File: config.mk
export PLATFORM = sky130hd
export DESIGN_NAME = adc_seq_sampler
export DESIGN_NICKNAME = d
export VERILOG_FILES = /design/src/rtl/adc_seq_sampler.sv
export SDC_FILE = /design/constraint.sdc
export NUM_CORES = 1
export LEC_CHECK = 0
export BUFFER_PORTS_ARGS = -buffer_cell sky130_fd_sc_hd__buf_2
export CORE_MARGIN = 2
export CORE_UTILIZATION = 61
export CTS_CLUSTER_SIZE = 12
export DETAILED_ROUTE_END_ITERATION = 6
export GPL_ROUTABILITY_DRIVEN = 0
export GPL_TIMING_DRIVEN = 0
export MAX_ROUTING_LAYER = met4
export PLACE_DENSITY_LB_ADDON = 0.15
export RECOVER_POWER = 100
export SLEW_MARGIN = 20
export SYNTH_ARGS = -nofsm -noshare
export SYNTH_HDL_FRONTEND = slang
export SYNTH_SLANG_ARGS = --single-unit
File: constraint.sdc
create_clock -name clock -period 4.6 [get_ports clock]
set_clock_uncertainty 0.1 [all_clocks]
set_input_delay 0.46 -clock clock [delete_from_list [all_inputs] [get_ports clock]]
set_output_delay 0.46 -clock clock [all_outputs]
set_load 0.05 [all_outputs]
File: src/rtl/adc_seq_sampler.sv
// adc_seq_sampler: round-robin ADC sequencer with offset saturation, 2^AVG_LOG2 averaging and slot-0 alarm.
// Define ADC_SEQ_MINMAX_EN to add min/max tracking of slot-0 results (min_data, max_data, minmax_clear).
module adc_seq_sampler #(
  parameter int          NUM_CH       = 2,
  parameter logic [39:0] CH_LIST      = 40'h00_0000_0031,
  parameter int          SAMPLE_DIV   = 100000,
  parameter int          AVG_LOG2     = 2,
  parameter logic [11:0] OFFSET       = 12'd3431,
  parameter logic [11:0] ALARM_SET    = 12'd300,
  parameter logic [11:0] ALARM_CLR    = 12'd250,
  parameter int          RESP_TIMEOUT = 1024
) (
  input  logic        clock,
  input  logic        reset,
  input  logic        enable,
  output logic        command_valid,
  output logic [4:0]  command_channel,
  input  logic        command_ready,
  input  logic        response_valid,
  input  logic [4:0]  response_channel,
  input  logic [11:0] response_data,
  output logic        result_valid,
  output logic [2:0]  result_slot,
  output logic [4:0]  result_channel,
  output logic [11:0] result_data,
  output logic        alarm,
  output logic [7:0]  err_count
`ifdef ADC_SEQ_MINMAX_EN
  ,
  input  logic        minmax_clear,
  output logic [11:0] min_data,
  output logic [11:0] max_data
`endif
);

  localparam int DIV_W = $clog2(SAMPLE_DIV);
  localparam int TO_W  = $clog2(RESP_TIMEOUT + 1);
  localparam int ACC_W = 12 + AVG_LOG2;
  localparam int CNT_W = AVG_LOG2 + 1;

  localparam logic [DIV_W-1:0] DIV_LAST  = DIV_W'(SAMPLE_DIV - 1);
  localparam logic [TO_W-1:0]  TO_LAST   = TO_W'(RESP_TIMEOUT - 1);
  localparam logic [CNT_W-1:0] CNT_FULL  = CNT_W'(1 << AVG_LOG2);
  localparam logic [2:0]       SLOT_LAST = 3'(NUM_CH - 1);

  typedef enum logic [2:0] {
    S_WAIT,
    S_ISSUE,
    S_RESP,
    S_ACCUM,
    S_EMIT
  } state_t;

  state_t r_state;
  state_t w_next;

  logic [DIV_W-1:0] r_div;
  logic [TO_W-1:0]  r_to;
  logic [2:0]       r_slot;
  logic [11:0]      r_raw;
  logic [ACC_W-1:0] r_acc [8];
  logic [CNT_W-1:0] r_cnt [8];

  logic        r_result_valid;
  logic [2:0]  r_result_slot;
  logic [4:0]  r_result_channel;
  logic [11:0] r_result_data;
  logic        r_alarm;
  logic [7:0]  r_err;

  logic             w_tick;
  logic [2:0]       w_slot_nx;
  logic [5:0]       w_base;
  logic [4:0]       w_slot_ch;
  logic             w_match;
  logic             w_mismatch;
  logic             w_timeout;
  logic             w_err_inc;
  logic [11:0]      w_corr;
  logic [ACC_W-1:0] w_sum;
  logic [CNT_W-1:0] w_cnt_nx;
  logic             w_full;
  logic [11:0]      w_avg;

  assign w_tick     = (r_div == DIV_LAST);
  assign w_slot_nx  = (r_slot == SLOT_LAST) ? 3'd0 : r_slot + 3'd1;
  assign w_base     = {1'b0, r_slot, 2'b00} + {3'b000, r_slot};
  assign w_slot_ch  = CH_LIST[w_base +: 5];

  assign w_match    = response_valid && (response_channel == w_slot_ch);
  assign w_mismatch = response_valid && (response_channel != w_slot_ch);
  assign w_timeout  = (r_to == TO_LAST);
  assign w_err_inc  = (r_state == S_RESP) && !w_match && (w_timeout || w_mismatch);

  assign w_corr     = (r_raw >= OFFSET) ? r_raw - OFFSET : '0;
  assign w_sum      = r_acc[r_slot] + ACC_W'(w_corr);
  assign w_cnt_nx   = r_cnt[r_slot] + CNT_W'(1);
  assign w_full     = (w_cnt_nx == CNT_FULL);
  assign w_avg      = 12'(w_sum >> AVG_LOG2);

  always_ff @(posedge clock) begin
    if (reset) begin
      r_state <= S_WAIT;
    end else begin
      r_state <= w_next;
    end
  end

  always_comb begin
    w_next          = r_state;
    command_valid   = 1'b0;
    command_channel = '0;
    case (r_state)
      S_WAIT: begin
        if (w_tick && enable) w_next = S_ISSUE;
      end
      S_ISSUE: begin
        command_valid   = 1'b1;
        command_channel = w_slot_ch;
        if (command_ready) w_next = S_RESP;
      end
      S_RESP: begin
        if (w_match)        w_next = S_ACCUM;
        else if (w_timeout) w_next = S_WAIT;
      end
      S_ACCUM: begin
        w_next = w_full ? S_EMIT : S_WAIT;
      end
      S_EMIT: begin
        w_next = S_WAIT;
      end
      default: w_next = S_WAIT;
    endcase
  end

  // Result, alarm and min/max are registered on the ACCUM->EMIT edge so they are
  // visible during the EMIT cycle, two cycles after the matching response.
  always_ff @(posedge clock) begin
    if (reset) begin
      r_div            <= '0;
      r_to             <= '0;
      r_slot           <= '0;
      r_raw            <= '0;
      r_result_valid   <= 1'b0;
      r_result_slot    <= '0;
      r_result_channel <= '0;
      r_result_data    <= '0;
      r_alarm          <= 1'b0;
      r_err            <= '0;
      for (int unsigned i = 0; i < 8; i++) begin
        r_acc[i] <= '0;
        r_cnt[i] <= '0;
      end
    end else begin
      r_div          <= w_tick ? '0 : r_div + DIV_W'(1);
      r_to           <= (r_state == S_RESP) ? r_to + TO_W'(1) : '0;
      r_result_valid <= 1'b0;

      if (w_err_inc && (r_err != 8'hFF)) r_err <= r_err + 8'd1;

      case (r_state)
        S_RESP: begin
          if (w_match)        r_raw  <= response_data;
          else if (w_timeout) r_slot <= w_slot_nx;
        end
        S_ACCUM: begin
          r_acc[r_slot] <= w_sum;
          r_cnt[r_slot] <= w_cnt_nx;
          if (w_full) begin
            r_result_valid   <= 1'b1;
            r_result_slot    <= r_slot;
            r_result_channel <= w_slot_ch;
            r_result_data    <= w_avg;
            if (r_slot == 3'd0) begin
              if (w_avg >= ALARM_SET)     r_alarm <= 1'b1;
              else if (w_avg < ALARM_CLR) r_alarm <= 1'b0;
            end
          end else begin
            r_slot <= w_slot_nx;
          end
        end
        S_EMIT: begin
          r_acc[r_slot] <= '0;
          r_cnt[r_slot] <= '0;
          r_slot        <= w_slot_nx;
        end
        default: ;
      endcase
    end
  end

  assign result_valid   = r_result_valid;
  assign result_slot    = r_result_slot;
  assign result_channel = r_result_channel;
  assign result_data    = r_result_data;
  assign alarm          = r_alarm;
  assign err_count      = r_err;

`ifdef ADC_SEQ_MINMAX_EN
  logic [11:0] r_min;
  logic [11:0] r_max;
  logic        w_mm_upd;

  assign w_mm_upd = (r_state == S_ACCUM) && w_full && (r_slot == 3'd0);

  always_ff @(posedge clock) begin
    if (reset || minmax_clear) begin
      r_min <= '1;
      r_max <= '0;
    end else if (w_mm_upd) begin
      if (w_avg < r_min) r_min <= w_avg;
      if (w_avg > r_max) r_max <= w_avg;
    end
  end

  assign min_data = r_min;
  assign max_data = r_max;
`endif

endmodule
## Word-level counts from Yosys, hierarchy flattened

Memory sizes are Yosys's and may differ from the RTL's. A register that Yosys moved wholly into a read port is not among the register bits.
Index checks and enable logic that the tools add are counted.

- Register bits: 76
- Memory bits (writable): 136
- Bits of input ports: 22
- Output and inout port bits: 36
- Logic and storage cells: 105
- Memories kept: 2

Memory list:

| name | words | bits a word | read ports | clocked after memory_dff | wr ports | line | text |
|---|---|---|---|---|---|---|---|
| r_acc | 8 | 14 | 1 | 1 | 8 | 61 | `logic [ACC_W-1:0] r_acc [8];` |
| r_cnt | 8 | 3 | 1 | 1 | 8 | 62 | `logic [CNT_W-1:0] r_cnt [8];` |

- $add $sub $neg: 8
- Magnitude comparators: 3
- Eq/ne operators: 17
- Shifts and indexed selects: 1
- Mux-type cells: 37
- Bitwise logic cells: 4
- Reductions and logical operators: 22

Operator list:

| operator | count |
|---|---|
| 3-bit 2-to-1 mux | 17 |
| 40-bit by 7-bit indexed part select with 5-bit output (first input constant) | 1 |
| 14-bit 2-to-1 mux | 2 |
| 17-bit by 1-bit adder with 17-bit output (second input constant) | 1 |
| 17-bit equality test (second input constant) | 1 |
| 14-bit by 12-bit adder with 14-bit output | 1 |
| 1-bit 2-to-1 mux | 14 |
| 14-bit OR reduction | 1 |
| 12-bit greater-or-equal comparator (second input constant) | 1 |
| 12-bit by 9-bit greater-or-equal comparator with 1-bit output (second input constant) | 1 |
| 12-bit by 8-bit < comparator with 1-bit output (second input constant) | 1 |
| 12-bit 2-to-1 mux | 1 |
| 3-bit one-hot mux with 4 select lines | 1 |
| 12-bit subtractor (second input constant) | 1 |
| 11-bit by 1-bit adder with 11-bit output (second input constant) | 1 |
| 11-bit by 10-bit equality test with 1-bit output (second input constant) | 1 |
| 2-bit inequality test (second input constant) | 5 |
| 3-bit one-hot mux with 3 select lines | 1 |
| 8-bit by 1-bit adder with 8-bit output (second input constant) | 1 |
| 8-bit inequality test (second input constant) | 1 |
| 4-bit AND reduction | 2 |
| 3-bit by 1-bit adder with 3-bit output (second input constant) | 2 |
| 5-bit by 3-bit adder with 6-bit output | 1 |
| 3-bit by 1-bit equality test with 1-bit output (second input constant) | 2 |
| 18 further kinds | 31 |

## Logic depth before layout (Yosys ltp)

Gate-level depths: netlist of the first run.

- Word-level depth: 8
- Gate-level depth with buffers: 16
- Depth with buffers taken out: 16

## Worst setup path after synthesis of the first run

Ideal clock, no wire load.

- Kind: flip-flop to flip-flop
- From: register with a tool-made name
- To: memory r_acc[0][10] (netlist name), data pin
- Setup time: 266 ps
- Arrival: 3,758 ps
- Required time: 4,234 ps
- Path slack: 476 ps
- Cell stages (with the launch flop): 15
- Path buffers: 3
- Clock period less this slack: 4,124 ps
- Cell sequence: dfxtp_1 -> clkbuf_1 -> buf_2 -> buf_2 -> mux4_2 -> mux2_2 -> ha_1 -> fa_1 -> a211oi_1 -> o21ai_1 -> a31o_1 -> a21oi_1 -> xnor2_1 -> nand2_1 -> nor2_1

RTL lines:

| item | line |
|---|---|
| to (decl) | 61 |

==> metrics, run 1 <==
GR peak layer met2; cells after synthesis 902; Post-DP HPWL 15730 um; Layout Utilization 68.73%; clock latency on the worst-skew pair 0.52 ns; fin. max-slew vios 0; Total Power Consumption 3.956 mW; core area 16410 sq um; final non-filler cell area 11280 sq um; # port buffers 57; Initial Util 61.60%; setup TNS 0 ns; vias in the first global route 7021; Mapped Avg Cell Area 11.21 sq um; total congestion overflow 0; CTS Buffer Depth 3; Worst-Margin Slew 1.120 ns; Place WS -0.6194 ns; Nets 1030; site row count 47; setup violators final 0; Ant. Diodes 0; Synth Net Count 948; Synth top area share 40.41%; synth warn 0; wire per inst 19.07 um; H-Tree Depth 1; first-pass GRT wire length 36590 um; CP Data Arrival Time 4.48 ns; share of the clock period used by the worst path 94.30%; share of cells above drive strength 1 11.02%; relative slew slack 25.35%; Fin. Hold Viols 0; Worst Setup Path Type flip-flop to flip-flop; placed cells 1179; area leader, netlist edfxtp_1; detailed-route via count 7180; DIE AREA 17610 sq um; top cells by area, synth edfxtp_1, dfxtp_1, nor2_1; GRT met2 Usage 46.43%; Tot GR Track Use 27.50%; Remaining DRCs 0; MaxCap Viol Count 0; Die Wd 132.7 um; first-pass iteration count of the detailed router 5; clock-pin slew on the worst setup and hold paths 0.06 ns; Placement Cell Area 10670 sq um; initial antenna violation count 0; run status complete, no violations; crit path max fanout 10; vias per cell 5.895; CTS sink count 215; setup ws final 0.2620 ns; CP Capture Type flip-flop; CTS buffer count 23; Synth async-reset ratio 0%; Non-Filler Instances 1218; met1 Use GR 35.23%; clock root cell clkbuf_16; worst min path class input pin to flip-flop; Post-Syn Area 10110 sq um; DRT antenna net count 0; Worst setup SP type flip-flop; pwr/cell area 350.8 nW/um^2; area grow syn2layout 11.57%; IO Pins 58; Post-synth EDFFs 136; CTS tree done; Yosys cell types 62; worst vdd ir 305.9 uV; die height 132.7 um; First DRT Iteration DRCs 669; RSZ-0062 raised after global routing no; largest net degree at the start of global routing 18; final WL 23230 um; WHS 0.08492 ns; ys flop type edfxtp_1; Seq cells post-synth 215; sequential-to-total area share from yosys stat 56.05%; Tmin final 4.338 ns; Crit path required time 4.74 ns; routing usage on met3 3.410%; f_max 230.5 MHz; static leakage 4.009 nW
## state kept, by name, summed over array words and instances, names as in the netlist, named ones only
signal,cells
r_acc,112
r_cnt,24
result_channel,5
result_valid,1
result_data,12
alarm,1
r_state,3
r_to,11
result_slot,3
r_slot,3
r_raw,12
r_div,17
err_count,8
## power breakdown
part | switching [mW] | internal (mW)
sequential | 0.0140 | 2.09
clock | 0.728 | 0.926
combinational | 0.134 | 0.0649
total | 0.876 | 3.08
## path summary, 6_finish.rpt
path / start / endpoint / slack (ns) / depth (start not counted)
hold / removal: response_data[9] / r_raw[9]$_SDFFE_PP0P_ / 0.08 / 3
hold reg to reg: r_to[0]$_SDFF_PP0_ / r_to[0]$_SDFF_PP0_ / 0.34 / 1
setup reg to reg: flip-flop / r_acc[2][8]$_SDFFCE_PN0P_ / 0.26 / 12
setup / recovery: flip-flop / r_acc[2][8]$_SDFFCE_PN0P_ / 0.26 / 12
## final cells by class
class                      instances  area [sq um]
timing repair buffer              60         261.5
clock buffer                      32         609.3
buffer                            42         176.4
sequential                       215          5668
clock inverter                     7         47.55
multi-input combinational        624          4172
inverter                          18         67.56
fill                            1268          5130
tap                              220         275.3
## cell families (layout without fill, tap and decap cells)
family                   after synthesis  in the layout  share of synthesized area, %
AND/OR/NAND/NOR                      386            386                         16.97
flip-flops                           215            215                         56.05
AO/OA/AOI/OAI                        104            104                         6.648
multiplexers                          66             66                         10.96
buffers and inverters                 63            159                         2.562
XOR/XNOR                              43             43                         3.726
adder cells (fa/ha/maj)               24             24                         3.045
other                                  1              1                       0.03710
## synthesized netlist by cell type (all sizes together) (6+ instances only)
library cell,n
mux2i,18
xor2,24
nand3,20
nand4,6
buf,9
inv,18
ha,23
mux2,14
clkbuf,36
nand2,66
xnor2,19
dfxtp,79
nand2b,15
mux4,34
nor3,15
and3,6
nor2,216
edfxtp,136
o21ai,17
nor3b,7
a21oi,40
o211ai,6
## cells in the final DEF, fill, tap and decap left out, types with 17 or more instances in the layout
| master | count |
|---|---|
| xor2_1 | 24 |
| mux4_2 | 34 |
| ha_1 | 23 |
| dfxtp_1 | 77 |
| xnor2_1 | 19 |
| clkbuf_16 | 23 |
| nor2_1 | 216 |
| clkbuf_1 | 81 |
| nand2_1 | 64 |
| a21oi_1 | 40 |
| nand3_1 | 20 |
| inv_1 | 17 |
| buf_2 | 23 |
| mux2i_1 | 17 |
| edfxtp_1 | 136 |
## metal layers
metal / vias up / wire (um)
met3: 39 / 1298
li1: 3387 / -
met2: 229 / 11850
met5: - / 0
met4: 0 / 556
met1: 3525 / 9524
## worst max-delay path: stages (launching register included)
cell and delay [ns]:
dfxtp_2 0.49, buf_4 0.30, buf_4 0.30, mux4_2 0.54, mux2_2 0.29, ha_1 0.21, fa_1 0.44, a211oi_1 0.30
o21ai_0 0.16, nand2_1 0.14, xor2_1 0.34, nand2b_1 0.37, nor2_1 0.07
## what timing repair did
item / in CTS / in global routing
pin swaps: 1 / 0
gates resized for setup: 6 / 5
buffers inserted: 3 / 0
hold buffers: 0 / 0
endpoints found under the setup margin: 87 / 32
No activity file was read; power rests on OpenSTA's default activity.
==> inputs of run 2 (changes only) <==
--- a/config.mk
+++ b/config.mk
@@ -7,7 +7,7 @@
 export LEC_CHECK = 0
 export BUFFER_PORTS_ARGS = -buffer_cell sky130_fd_sc_hd__buf_2
 export CORE_MARGIN = 2
-export CORE_UTILIZATION = 61
+export CORE_UTILIZATION = 65
 export CTS_CLUSTER_SIZE = 12
 export DETAILED_ROUTE_END_ITERATION = 6
 export GPL_ROUTABILITY_DRIVEN = 0
@@ -15,6 +15,7 @@
 export MAX_ROUTING_LAYER = met4
 export PLACE_DENSITY_LB_ADDON = 0.15
 export RECOVER_POWER = 100
+export REMOVE_ABC_BUFFERS = 1
 export SLEW_MARGIN = 20
 export SYNTH_ARGS = -nofsm -noshare
 export SYNTH_HDL_FRONTEND = slang
==> constraint.sdc (replaced) <==
create_clock -name clock -period 5.4 [get_ports clock]
set_clock_uncertainty 0.1 [all_clocks]
set_input_delay 1.08 -clock clock [delete_from_list [all_inputs] [get_ports clock]]
set_output_delay 1.08 -clock clock [all_outputs]
set_load 0.05 [all_outputs]
==> run 2 against run 1 <==
  * The run now ends with max-capacitance violations, max-slew violations left
  * Hold slack improved by 0.26 ns
  * Non-clock buffer count decreased by 44
  * Combinational power decreased by 24%
  * Clock-buffer cell count increased by 4
  * Die area decreased by 6.0%
  * Cell count decreased by 6.0%
  * Critical path depth increased by 4
  * Global-route usage increased by 0.88 points
  * Sequential share of layout area increased by 0.79 points
  * Critical path type unchanged
  * Critical endpoint is now r_acc[7][10]$_SDFFCE_PN0P_
  * Largest power group unchanged
==> metrics, run 2 (synthesized netlist as in run 1, its figures left out) <==
setup ws final 0.6391 ns (+0.3771 ns); vias in the first global route 6894 (-1.8%); fin. max-slew vios 13 (+13); IO Pins 58 (unchanged); run status complete, but fails checks; share of cells above drive strength 1 10.55% (-0.47 points); hold buffers post-CTS 0 (unchanged); crit path max fanout 10 (unchanged); first-pass iteration count of the detailed router 6 (+1); detailed-route via count 7046 (-1.9%); Die Wd 128.7 um (-3.0%); worst vdd ir 282.7 uV (-7.6%); Nets 986 (-4.3%); commonest cells after routing, fill and taps aside nor2_1, edfxtp_1, dfxtp_1; CTS buffer count 23 (unchanged); H-Tree Depth 1 (unchanged); DIE AREA 16560 sq um (-6.0%); setup TNS 0 ns (unchanged); initial antenna violation count 0 (unchanged); relative slew slack -64.48% (-90 points); CTS sink count 215 (unchanged); CP Capture Type flip-flop; Initial Util 66.49% (+4.9 points); site row count 45 (-4.3%); Worst-Margin Slew 2.462 ns (+1.342 ns); area grow syn2layout 9.891%; most flop-heavy register r_acc; RSZ-0062 raised after global routing no; # port buffers 57 (unchanged); vias per cell 6.154 (+4.4%); Layout Utilization 73.06% (+4.3 points); final WL 22230 um (-4.3%); clock latency on the worst-skew pair 0.52 ns (about the same); failing checks max-capacitance violations, max-slew violations; CTS tree done; Worst setup SP type flip-flop; Remaining DRCs 0 (unchanged); Post-DP HPWL 13930 um (-11%); Fin. Hold Viols 0 (unchanged); pwr/cell area 308.0 nW/um^2 (-12%); Place WS 0.7527 ns (+1.372 ns); clock-pin slew on the worst setup and hold paths 0.06 ns (about the same); first-pass GRT wire length 35060 um (-4.2%); top flop regs r_acc: 112 flops, r_cnt: 24 flops, r_div: 17 flops; static leakage 3.953 nW (-1.4%); total congestion overflow 0 (unchanged); f_max 210.0 MHz (-8.9%); WHS 0.3493 ns (+0.2644 ns); Crit path required time 5.64 ns (+0.90 ns); MaxCap Viol Count 1 (+1); largest net degree at the start of global routing 70 (+52); wire per inst 19.42 um (+1.8%); core area 15200 sq um (-7.3%); clock root cell clkbuf_16; share of the clock period used by the worst path 88.17% (-6.1 points); die height 128.7 um (-3.0%); DRT antenna net count 0 (unchanged); post_cts resized 0 (-6); worst min path class flip-flop to flip-flop; most common cell after layout, fill and taps aside nor2_1; fillcell total 1073 (-15%); Tot GR Track Use 28.37% (+0.88 points); CP Data Arrival Time 5.00 ns (+0.52 ns); Setup Buffers After CTS 0 (-3); number of flip-flops in the largest register 112 (unchanged); CTS Buffer Depth 3 (unchanged); Ant. Diodes 0 (unchanged); setup violators final 0 (unchanged); Worst Setup Path Type flip-flop to flip-flop; First DRT Iteration DRCs 738 (+10%); Tmin final 4.761 ns (+0.4229 ns)
[run 2: cell types whose count changed in the layout (fill, tap and decap cells not counted), moves of 2 or more]
cell      change
clkbuf_1     -33
buf_4         -5
buf_2         -3
or2_0         +3
or2_1         -3
nand2_1       +2
nand2_2       -2
[run 2: per-stage QoR]
| step | power, mW | instance area, sq um | instances |
|---|---|---|---|
| 2_1_floorplan | 1.927 | 9916 | 857 |
| 3_3_place_gp | 1.976 | 10440 | 1102 |
| 3_5_place_dp | 1.985 | 10480 | 1103 |
| 4_1_cts | 3.435 | 11170 | 1145 |
| 5_1_grt | 3.521 | 11110 | 1145 |
| 6_report | 3.420 | 11110 | 1145 |
[run 2: critical path: stages, from the launching register on]
cell	delay (ns)
dfxtp_1	0.34
ha_1	0.24
a21o_1	0.19
or2_0	0.23
a31oi_1	0.23
nor2b_1	0.09
o211ai_1	0.55
nor2_1	0.21
ha_1	0.29
fa_1	0.47
a211oi_1	0.31
o21ai_0	0.21
a31o_1	0.26
a21oi_1	0.17
xnor2_1	0.25
nand2_1	0.26
nor2_1	0.19
[run 2: path summary, 6_finish.rpt]
path	end	startpoint	slack, ns	depth (start not counted)
worst max-delay path	r_acc[7][10]$_SDFFCE_PN0P_	r_raw[0]$_SDFFE_PP0P_	0.64	16
worst min-delay path	r_to[0]$_SDFF_PP0_	r_to[0]$_SDFF_PP0_	0.35	1
worst max register to register	r_acc[7][10]$_SDFFCE_PN0P_	r_raw[0]$_SDFFE_PP0P_	0.64	16
worst min register to register	r_to[0]$_SDFF_PP0_	r_to[0]$_SDFF_PP0_	0.35	1
[run 2: final cells by class]
cell class | instances | area (sq um) | share of cell area [%]
inverter | 18 | 67.56 | 0.6083
timing repair buffer | 58 | 270.3 | 2.433
tap | 188 | 235.2 | 2.118
clock buffer | 36 | 634.4 | 5.711
sequential | 215 | 5670 | 51.05
clock inverter | 6 | 61.31 | 0.5520
multi-input combinational | 624 | 4168 | 37.52
[run 2: where the power goes]
group	internal, mW	total, mW	switching (mW)
Clock	0.856	1.47	0.613
Combinational	0.0528	0.152	0.0992
Sequential	1.78	1.80	0.0190
[run 2: routing by layer]
metal  GRT usage (%)  wire (um)  share of wire (%)
met2           48.40      11530                 52
met4           10.87        814                3.7
met1           34.92       8486                 38
met3           3.410       1401                6.3
met5               -          0                  0
==> inputs of run 3 (changes only) <==
--- a/config.mk
+++ b/config.mk
@@ -5,6 +5,7 @@
 export SDC_FILE = /design/constraint.sdc
 export NUM_CORES = 1
 export LEC_CHECK = 0
+export ABC_AREA = 1
 export BUFFER_PORTS_ARGS = -buffer_cell sky130_fd_sc_hd__buf_2
 export CORE_MARGIN = 2
 export CORE_UTILIZATION = 65
==> run 3 against run 2 <==
  * The flow now finishes without violations
  * Synthesized cell count grew 39%
  * Critical path depth shrank 10
  * Largest power group unchanged
  * Fmax shrank 2.7%
  * Critical path type is now input pin to flip-flop
  * Clock power is essentially flat
  * Core utilization shrank 0.63 points
  * Sequential power is essentially flat
  * Via count grew 23%
  * Die area grew 4.2%
  * Cell area grew 3.6%
  * Area after synthesis grew 4.4%
  * Hold slack lost 0.0016 ns
==> metrics, run 3 <==
CTS tree done; f_max 204.4 MHz (-2.7%); total net switching power 0.7023 mW (-4.0%); slowest stage delay, CP 0.93 ns (+0.38 ns); top cells by area, synth edfxtp_1, dfxtp_1, nand2_1; post_cts resized 0 (unchanged); hold buffers post-CTS 0 (unchanged); area grow syn2layout 9.073%; Synth async-reset ratio 0% (unchanged); Initial Util 66.41% (-0.079 points); Total Power Consumption 3.368 mW (-1.5%); Remaining DRCs 0 (unchanged); Post-DP HPWL 15700 um (+13%); static leakage 4.853 nW (+23%); final WL 25250 um (+14%); Non-Filler Instances 1525 (+33%); Critical Path Start reset; wire per inst 16.56 um (-15%); ys flop type edfxtp_1; Synth top area share 38.71% (-1.7 points); Yosys cell types 49 (-21%); RSZ-0062 raised after global routing no; cells after synthesis 1258 (+39%); run status complete, no violations; Die Wd 131.4 um (+2.1%); fin. max-slew vios 0 (-13); # port buffers 57 (unchanged); CTS Buffer Depth 3 (unchanged); area leader, netlist edfxtp_1; Post-Syn Area 10550 sq um (+4.4%); Tmin final 4.891 ns (+0.1305 ns); Mapped Avg Cell Area 8.385 sq um (-25%); placed cells 1484 (+35%); detailed-route via count 8668 (+23%); CP Capture Type flip-flop; Tot GR Track Use 29.96% (+1.6 points); CP most frequent cell nand2_1; Crit path required time 5.27 ns (-0.37 ns); initial antenna violation count 0 (unchanged); most instantiated cells after synthesis nand2_1, nor2_1, edfxtp_1; Setup Buffers After CTS 0 (unchanged); relative slew slack 17.73% (+82 points); Fin. Hold Viols 0 (unchanged); site row count 46 (+2.2%); DIE AREA 17260 sq um (+4.2%); CTS sink count 215 (unchanged); Int Pwr 2.666 mW (-0.85%); share of the clock period used by the worst path 90.58% (+2.4 points); pwr/cell area 292.7 nW/um^2 (-4.9%); clock share of power 43.5% (+0.5 points); CP max stage cell nand2_1; total congestion overflow 0 (unchanged); Post-synth EDFFs 136 (unchanged); share of cells above drive strength 1 5.500% (-5.1 points); Layout Utilization 72.43% (-0.63 points); vias in the first global route 7993 (+16%); cell with the most instances after synthesis nand2_1; crit path max fanout 45 (+35); First DRT Iteration DRCs 1037 (+41%); setup violators final 0 (unchanged); Switching Fraction 20.85% (-0.54 points); first-pass iteration count of the detailed router 5 (-1); final non-filler cell area 11510 sq um (+3.6%); CTS buffer count 23 (unchanged); clock-pin slew on the worst setup and hold paths 0.06 ns (about the same); min-delay src r_div[0]$_SDFF_PP0_; core area 15890 sq um (+4.5%); H-Tree Depth 1 (unchanged); synth warn 0 (unchanged); clock root cell clkbuf_16; vias per cell 5.684 (-7.6%); number of flip-flops in the largest register 112 (unchanged); largest net degree at the start of global routing 70 (unchanged); most common cell after layout, fill and taps aside nand2_1; clock latency on the worst-skew pair 0.51 ns (about the same); Comb power frac 3.4% (-1.0 points); Seq cells post-synth 215 (unchanged); Worst R2R Setup Slack 0.78 ns (+0.14 ns); worst min path class flip-flop to flip-flop; DRT antenna net count 0 (unchanged); Ant. Diodes 0 (unchanged); MaxCap Viol Count 0 (-1); crit-path cells clkbuf_1 > inv_1 > o21ai_0 > nor2_1 > nand2_1 > nand2_1; top flop regs r_acc: 112 flops, r_cnt: 24 flops, r_div: 17 flops; Nets 1339 (+36%); die height 131.4 um (+2.1%); Worst setup SP type input pin; sequential-to-total area share from yosys stat 53.71% (-2.3 points); Placement Cell Area 10910 sq um (+4.1%); most flop-heavy register r_acc; commonest cells after routing, fill and taps aside nand2_1, nor2_1, edfxtp_1; Worst-Margin Slew 1.233 ns (-1.229 ns); first-pass GRT wire length 40340 um (+15%); CP Data Arrival Time 4.76 ns (-0.24 ns); worst vdd ir 213.6 uV (-24%); IO Pins 58 (unchanged); register share of total power 53.1% (+0.5 points); Worst Setup Path Type input pin to flip-flop
run 3: cell count changes in the layout (fill, tap and decap cells not counted), moves of 13 or more:
| cell | change |
|---|---|
| mux4_2 | -34 |
| xnor2_1 | -14 |
| nand2b_1 | -15 |
| nand3_1 | +64 |
| inv_1 | +96 |
| a21oi_1 | +34 |
| mux2i_1 | -17 |
| xor2_1 | -13 |
| nand2_1 | +221 |
| o21ai_0 | +37 |
| nor2_1 | +31 |
| mux2_2 | -13 |
run 3: worst max-delay path, delay by kind of cell:
family                 cells  cell delay [ns]
AOI/OAI and AO/OA          1             0.39
and+or+nand+nor            3             1.79
buffers and inverters      2             1.47
run 3: cell type report:
class                           count  area, sq um
Sequential cell                   215         5670
Tap cell                          216        270.3
Inverter                          119        450.4
Multi-Input combinational cell    877         4184
Fill cell                        1236         4379
Clock inverter                      7        55.05
Clock buffer                       34        636.9
Timing Repair Buffer               57        239.0
run 3: cell families after synthesis:
| logic type | count (synthesis) | synth area share, % |
|---|---|---|
| XOR/XNOR | 17 | 1.589 |
| buffers and inverters | 166 | 6.156 |
| flip-flops | 215 | 53.71 |
| adder cells (fa/ha/maj) | 24 | 2.918 |
| AO/OA/AOI/OAI | 175 | 9.536 |
| other | 1 | 0.03555 |
| AND/OR/NAND/NOR | 660 | 26.06 |
run 3: path summary, 6_finish.rpt:
check,end,cells past startpoint
max,r_acc[5][11]$_SDFFCE_PN0P_,6
min,r_div[0]$_SDFF_PP0_,1
min reg2reg,r_div[0]$_SDFF_PP0_,1
max reg2reg,flip-flop,13
run 3: per-layer routing:
layer	routed length [um]	up-vias	GRT usage [%]
met4	408	0	6.280
li1	-	4230	-
met3	2350	43	4.128
met1	10880	4004	42.94
met5	0	-	-
met2	11610	391	46.35
run 3: through the flow:
step           hold WS, ns  TNS [ns]  setup WS (ns)
2_1_floorplan       0.3175         0         0.5312
3_3_place_gp        0.3292   -177.49         -1.931
3_5_place_dp        0.3421         0        0.09206
4_1_cts             0.3487         0         0.3353
5_1_grt             0.3664         0         0.2394
6_report            0.3478         0         0.5085
run 3: power by group through the flow:
stage          registers, mW  logic, mW  clock network [mW]
2_1_floorplan           1.82     0.0723                   0
3_3_place_gp            1.82      0.111                   0
3_5_place_dp            1.82      0.114                   0
4_1_cts                 1.79      0.115                1.47
5_1_grt                 1.79      0.128                1.55
6_report                1.79      0.115                1.46
